### src/rtl/esop_pkg.sv
// Shared types and sizes for the ESOP cube sequencer.
//   N_IN      : number of function inputs
//   MAX_CUBES : cube table depth
//   AW        : cube table address width
//   MAX_NUM   : MAX_CUBES at the width of the active-count register
//   cube_t    : one product cube (literal-present mask + literal polarity)
//   state_t   : sequencer FSM states
package esop_pkg;
    localparam int N_IN      = 8;
    localparam int MAX_CUBES = 16;
    localparam int AW        = $clog2(MAX_CUBES);

    localparam logic [AW:0] MAX_NUM = (AW+1)'(MAX_CUBES);

    typedef struct packed {
        logic [N_IN-1:0] mask;   // 1 = input appears in the cube
        logic [N_IN-1:0] pol;    // 1 = positive literal
    } cube_t;

    typedef enum logic [1:0] {IDLE, EVAL, DONE} state_t;
endpackage

### src/rtl/esop_cube_match.sv
// Combinational cube match: hit=1 when every literal present in the cube
// agrees with the input vector. An all-zero mask is the constant-1 cube.
//   cube : cube under test
//   x    : input vector
//   hit  : cube evaluates to 1 for x
module esop_cube_match
    import esop_pkg::*;
(
    input  cube_t           cube,
    input  logic [N_IN-1:0] x,
    output logic            hit
);
    assign hit = &(~cube.mask | ~(x ^ cube.pol));
endmodule

### src/rtl/esop_cube_sequencer.sv
// Serial ESOP evaluator: y = XOR over the active cubes of cube_hit(x),
// one cube per cycle through a single shared match/accumulate datapath.
//   clk, rst_n          : clock, synchronous active-low reset
//   cfg_we/addr/mask/pol: cube table write (accepted in IDLE only)
//   cfg_num_we/cfg_num  : active cube count write (0..MAX_CUBES, IDLE only)
//   cfg_err             : one-cycle pulse after a rejected config write
//   in_valid/ready/x    : input vector handshake
//   out_valid/ready/y   : result handshake
//   busy                : evaluation or result pending
module esop_cube_sequencer
    import esop_pkg::*;
(
    input  logic            clk,
    input  logic            rst_n,
    input  logic            cfg_we,
    input  logic [AW-1:0]   cfg_addr,
    input  logic [N_IN-1:0] cfg_mask,
    input  logic [N_IN-1:0] cfg_pol,
    input  logic            cfg_num_we,
    input  logic [AW:0]     cfg_num,
    output logic            cfg_err,
    input  logic            in_valid,
    output logic            in_ready,
    input  logic [N_IN-1:0] in_x,
    output logic            out_valid,
    input  logic            out_ready,
    output logic            out_y,
    output logic            busy
);
    state_t          state;
    cube_t           table_q [MAX_CUBES];
    logic [AW:0]     num_q;
    logic [AW:0]     eval_num;
    logic [AW-1:0]   idx;
    logic [N_IN-1:0] x_q;
    logic            acc;

    // A table write landing on the same edge as an input handshake must not
    // leak into that evaluation: keep the overwritten entry aside and use it
    // in place of the table for this one evaluation.
    logic            ov_valid;
    logic [AW-1:0]   ov_addr;
    cube_t           ov_cube;

    cube_t cur_cube;
    logic  hit;
    logic  last;

    assign cur_cube = (ov_valid && ov_addr == idx) ? ov_cube : table_q[idx];
    assign last     = ({1'b0, idx} == eval_num - 1'b1);

    esop_cube_match u_match (
        .cube (cur_cube),
        .x    (x_q),
        .hit  (hit)
    );

    always_ff @(posedge clk) begin
        if (!rst_n) begin
            state     <= IDLE;
            for (int i = 0; i < MAX_CUBES; i++) table_q[i] <= '0;
            num_q     <= '0;
            eval_num  <= '0;
            idx       <= '0;
            x_q       <= '0;
            acc       <= 1'b0;
            ov_valid  <= 1'b0;
            ov_addr   <= '0;
            ov_cube   <= '0;
            cfg_err   <= 1'b0;
            in_ready  <= 1'b1;
            out_valid <= 1'b0;
            out_y     <= 1'b0;
            busy      <= 1'b0;
        end else begin
            cfg_err <= 1'b0;

            // configuration port
            if (state != IDLE) begin
                if (cfg_we || cfg_num_we) cfg_err <= 1'b1;
            end else begin
                if (cfg_we) table_q[cfg_addr] <= cube_t'{mask: cfg_mask, pol: cfg_pol};
                if (cfg_num_we) begin
                    if (cfg_num > MAX_NUM) cfg_err <= 1'b1;
                    else                   num_q   <= cfg_num;
                end
            end

            unique case (state)
                IDLE: begin
                    if (in_valid) begin
                        x_q      <= in_x;
                        acc      <= 1'b0;
                        idx      <= '0;
                        eval_num <= num_q;
                        ov_valid <= cfg_we;
                        ov_addr  <= cfg_addr;
                        ov_cube  <= table_q[cfg_addr];
                        in_ready <= 1'b0;
                        busy     <= 1'b1;
                        if (num_q != '0) begin
                            state <= EVAL;
                        end else begin
                            state     <= DONE;
                            out_valid <= 1'b1;
                            out_y     <= 1'b0;
                        end
                    end
                end
                EVAL: begin
                    acc <= acc ^ hit;
                    idx <= idx + 1'b1;
                    if (last) begin
                        state     <= DONE;
                        out_valid <= 1'b1;
                        out_y     <= acc ^ hit;
                    end
                end
                DONE: begin
                    if (out_ready) begin
                        state     <= IDLE;
                        out_valid <= 1'b0;
                        in_ready  <= 1'b1;
                        busy      <= 1'b0;
                    end
                end
                default: state <= IDLE;
            endcase
        end
    end
endmodule

### config.mk
export PLATFORM = sky130hd
export DESIGN_NAME = esop_cube_sequencer
export DESIGN_NICKNAME = d
export VERILOG_FILES = /design/src/rtl/esop_pkg.sv /design/src/rtl/esop_cube_match.sv /design/src/rtl/esop_cube_sequencer.sv
export SDC_FILE = /design/constraint.sdc
export NUM_CORES = 1
export LEC_CHECK = 0
export CORE_UTILIZATION = 55
export CTS_CLUSTER_DIAMETER = 80
export CTS_CLUSTER_SIZE = 25
export DETAILED_ROUTE_END_ITERATION = 10
export GPL_TIMING_DRIVEN = 0
export PLACE_DENSITY = 0.72
export SLEW_MARGIN = 5
export SYNTH_ARGS = -nofsm -noshare
export SYNTH_HDL_FRONTEND = slang
export SYNTH_SLANG_ARGS = --single-unit
### constraint.sdc
create_clock -name clk -period 5.9 [get_ports clk]
set_input_delay 1.18 -clock clk [delete_from_list [all_inputs] [get_ports clk]]
set_output_delay 1.18 -clock clk [all_outputs]
set_load 0.02 [all_outputs]
==> results.yml <==
clock_network:
  cts_resized: 0
  clkTransAtPathRegs_ns: 0.09
  htree_num_levels: 1
  root_buffer: "clkbuf_16"
  clk-insertion-delay-late_ns: 0.53
  cts_made_buffers: 16
  cts_setup_buffers: 0
  cts.sinks: 311
  clockBufferDepth: 3
  ctsHoldBuffers: 0
  cts_tree: "built"
synthesis:
  syn_nets: 1224
  yosys-top-cells-area: "edfxtp_1 (48%), mux4_2 (17%), and2_1 (10%)"
  synthesis.area_mm2: 0.0162
  yosys_warnings: 0
  ys_types: 57
  ys_seq_area_share_pct: 54.4
  netlist_instances: 1183
  async_flop_share_pct: 0
  yosysTopAreaCell: "edfxtp_1"
  ys_seq_elements: 311
  synthFlopType: "edfxtp_1"
  synth_top_area_share_pct: 47.6
  synth_edf_count: 256
  syn_area_per_cell_um2: 13.7
worst_setup_path:
  cp-end-kind: "flop"
  worstPathRequired_ns: 6.05
  cp_max_fo: 16
  crit_path_end: "table_q[2][13]"
  worstSetupStartpointType: "input port"
  arrival_ns: 5.43
  crit_type: "input port to flop"
  crit_path_start: "cfg_addr[1]"
  rr_endpoint: "acc"
  worst-r2r-setup-slack_ns: 1.75
  r2r_cells: 11
drt:
  wl_met2_um: 22900
  wirelength_um: 48100
  wl_met3_um: 4910
  met1_length_um: 16800
  wire_per_inst_um: 29.3
  first_pass_iters: 5
  route.detailed.drc: 0
  via_per_inst: 6.56
  vias: 10790
  routed.top_layer: "met5"
  drt_iter0_markers: 1424
  postRouteAntennaNets: 0
sta:
  final.min_clock_period_ns: 5.28
  skew_ns: 0.0206
  worst_pin_slew_ns: 1.26
  setup-violations-final: 0
  clock.fmax_mhz: 189
  drv_slew: 0
  fin_crit_sh_pct: 89.6
  rsz0062_at_grt: "false"
  hold_violations: 0
  slew_headroom_pct: 15.8
job:
  cap_viol_max_count: 0
place:
  hpwlAfterDp_um: 35000
  dp.cells: 1620
  io_buffer_count: 41
  gp_congestion: 0.983
min_path:
  hp-class: "flop to flop"
layout:
  fin_util_pct: 61.7
  instances_no_fill: 1645
  drive_gt1_share_pct: 15.3
  nFillCells: 2188
  area_growth_syn_to_layout_pct: 10.0
  nNetsFinal: 1295
power:
  p_sw_share_pct: 26.5
  p_int_mw: 3.32
  power_density_mw_per_mm2: 254
  combPwrFrac_pct: 16.3
  p_switching_mw: 1.20
  pwr-share-seq_pct: 56.4
  ir_drop_mv: 0.291
  p_leak_nw: 6.17
  p_clk_share_pct: 27.4
global_route:
  grt_overflow: 0
  first_global_vias: 10682
  grt_use_total_pct: 32.8
  grt_max_degree: 27
  antenna_found_initial: 3
  grt_pass1_wl_um: 69800
outcome:
  status: "complete, no violations"
floorplanning:
  die_x_um: 173
  fp.dieH_um: 173
  core-area_mm2: 0.0288
  placement_rows: 62
  die_area_mm2: 0.0301
  initial_core_util_pct: 56.1
  ios: 44
-- logic make-up (layout without fill, tap and decap cells) --
| family | count (synthesis) | in the layout | synth area share (%) |
|---|---|---|---|
| and+or+nand+nor | 450 | 450 | 15.5 |
| DFF | 311 | 311 | 54.4 |
| adders and majority gates | 2 | 2 | 0.155 |
| AOI/OAI and AO/OA | 119 | 119 | 4.78 |
| buffers and inverters | 104 | 181 | 3.02 |
| other | 0 | 1 | 0 |
| xor gates and xnor gates | 19 | 19 | 1.03 |
| muxes | 178 | 178 | 21.1 |
-- per-layer routing --
layer / global-route usage (%) / vias to the layer above
met5: 0 / -
met4: 20.6 / 2
met3: 6.01 / 162
met2: 53.1 / 682
met1: 41.1 / 5385
li1: - / 4559
-- through the flow --
step	setup slack, ns	total power [mW]	setup TNS (ns)	instance area [um^2]	hold WS, ns
after floorplan	1.98	3.02	0	16200	0.432
after global placement	-0.515	3.28	-18.43	17000	0.438
after detailed placement	0.179	3.31	0	17300	0.449
after CTS	0.745	4.50	0	17800	0.462
after global routing	0.634	4.63	0	17800	0.489
final	0.615	4.51	0	17800	0.462
-- Yosys cell counts, types with 6 or more instances --
| cell | instances |
|---|---|
| inv_1 | 11 |
| nor2b_1 | 8 |
| edfxtp_1 | 256 |
| a221oi_1 | 17 |
| dfxtp_1 | 55 |
| mux2i_1 | 48 |
| mux4_2 | 121 |
| xor2_1 | 16 |
| clkbuf_1 | 69 |
| nand2b_1 | 10 |
| and2_1 | 262 |
| a22oi_1 | 6 |
| buf_2 | 6 |
| a21oi_1 | 48 |
| nor3_1 | 11 |
| o21ai_0 | 20 |
| nor2_1 | 40 |
| nand2_1 | 85 |
| buf_1 | 7 |
| mux4_1 | 6 |
| nand3_1 | 10 |
-- registers in the layout, summed over array words and instances (netlist names), named ones only --
| signal | flops |
|---|---|
| acc | 1 |
| busy | 1 |
| cfg_err | 1 |
| eval_num | 5 |
| idx | 4 |
| in_ready | 1 |
| num_q | 5 |
| out_valid | 1 |
| out_y | 1 |
| ov_addr | 4 |
| ov_cube | 16 |
| ov_valid | 1 |
| state | 2 |
| table_q | 256 |
| x_q | 8 |
-- power by group through the flow --
stage / combinational, mW / sequential [mW] / clock [mW]
2_1_floorplan: 0.446 / 2.57 / 0
3_3_place_gp: 0.689 / 2.59 / 0
3_5_place_dp: 0.720 / 2.59 / 0
4_1_cts: 0.722 / 2.54 / 1.24
5_1_grt: 0.770 / 2.55 / 1.31
6_report: 0.733 / 2.54 / 1.24
-- how the worst min path moves through the flow --
| stage | startpoint | slack (ns) | cells past startpoint | endpoint |
|---|---|---|---|---|
| 2_1_floorplan | ov_valid | 0.43 | 2 | ov_valid |
| 3_3_place_gp | ov_valid | 0.44 | 2 | ov_valid |
| 3_5_place_dp | ov_cube[9] | 0.45 | 2 | ov_cube[9] |
| 4_1_cts | ov_cube[9] | 0.46 | 2 | ov_cube[9] |
| 5_1_grt | ov_cube[4] | 0.49 | 2 | ov_cube[4] |
| 6_report | ov_cube[9] | 0.46 | 2 | ov_cube[9] |
-- worst max-delay path, cell delays in order --
cell,delay [ns]
clkdlybuf4s50_1,0.63
clkbuf_1,0.66
buf_1,0.75
nand2_1,0.41
nor3_1,0.89
nand2b_1,0.87
-- layout by cell type, fill, tap and decap left out, types with 12 or more instances in the layout --
cell,instances
and2_1,262
edfxtp_1,256
mux4_2,121
nand2_1,85
clkbuf_1,73
dfxtp_1,55
a21oi_1,48
mux2i_1,48
clkdlybuf4s50_1,41
nor2_1,40
a221oi_1,17
clkbuf_16,17
xor2_1,16
o21ai_2,12
-- cell type report --
cell class	instances	area [um^2]	area share, %
multi-input combinational	768	6920	39.0
clock buffer	21	440	2.48
inverter	11	41.3	0.232
sequential	311	8790	49.5
clock inverter	3	18.8	0.106
tap	384	480	2.70
antenna	1	2.50	0.0141
timing repair buffer	53	628	3.54
buffer	93	447	2.51
No activity file was read; power rests on OpenSTA's default activity.
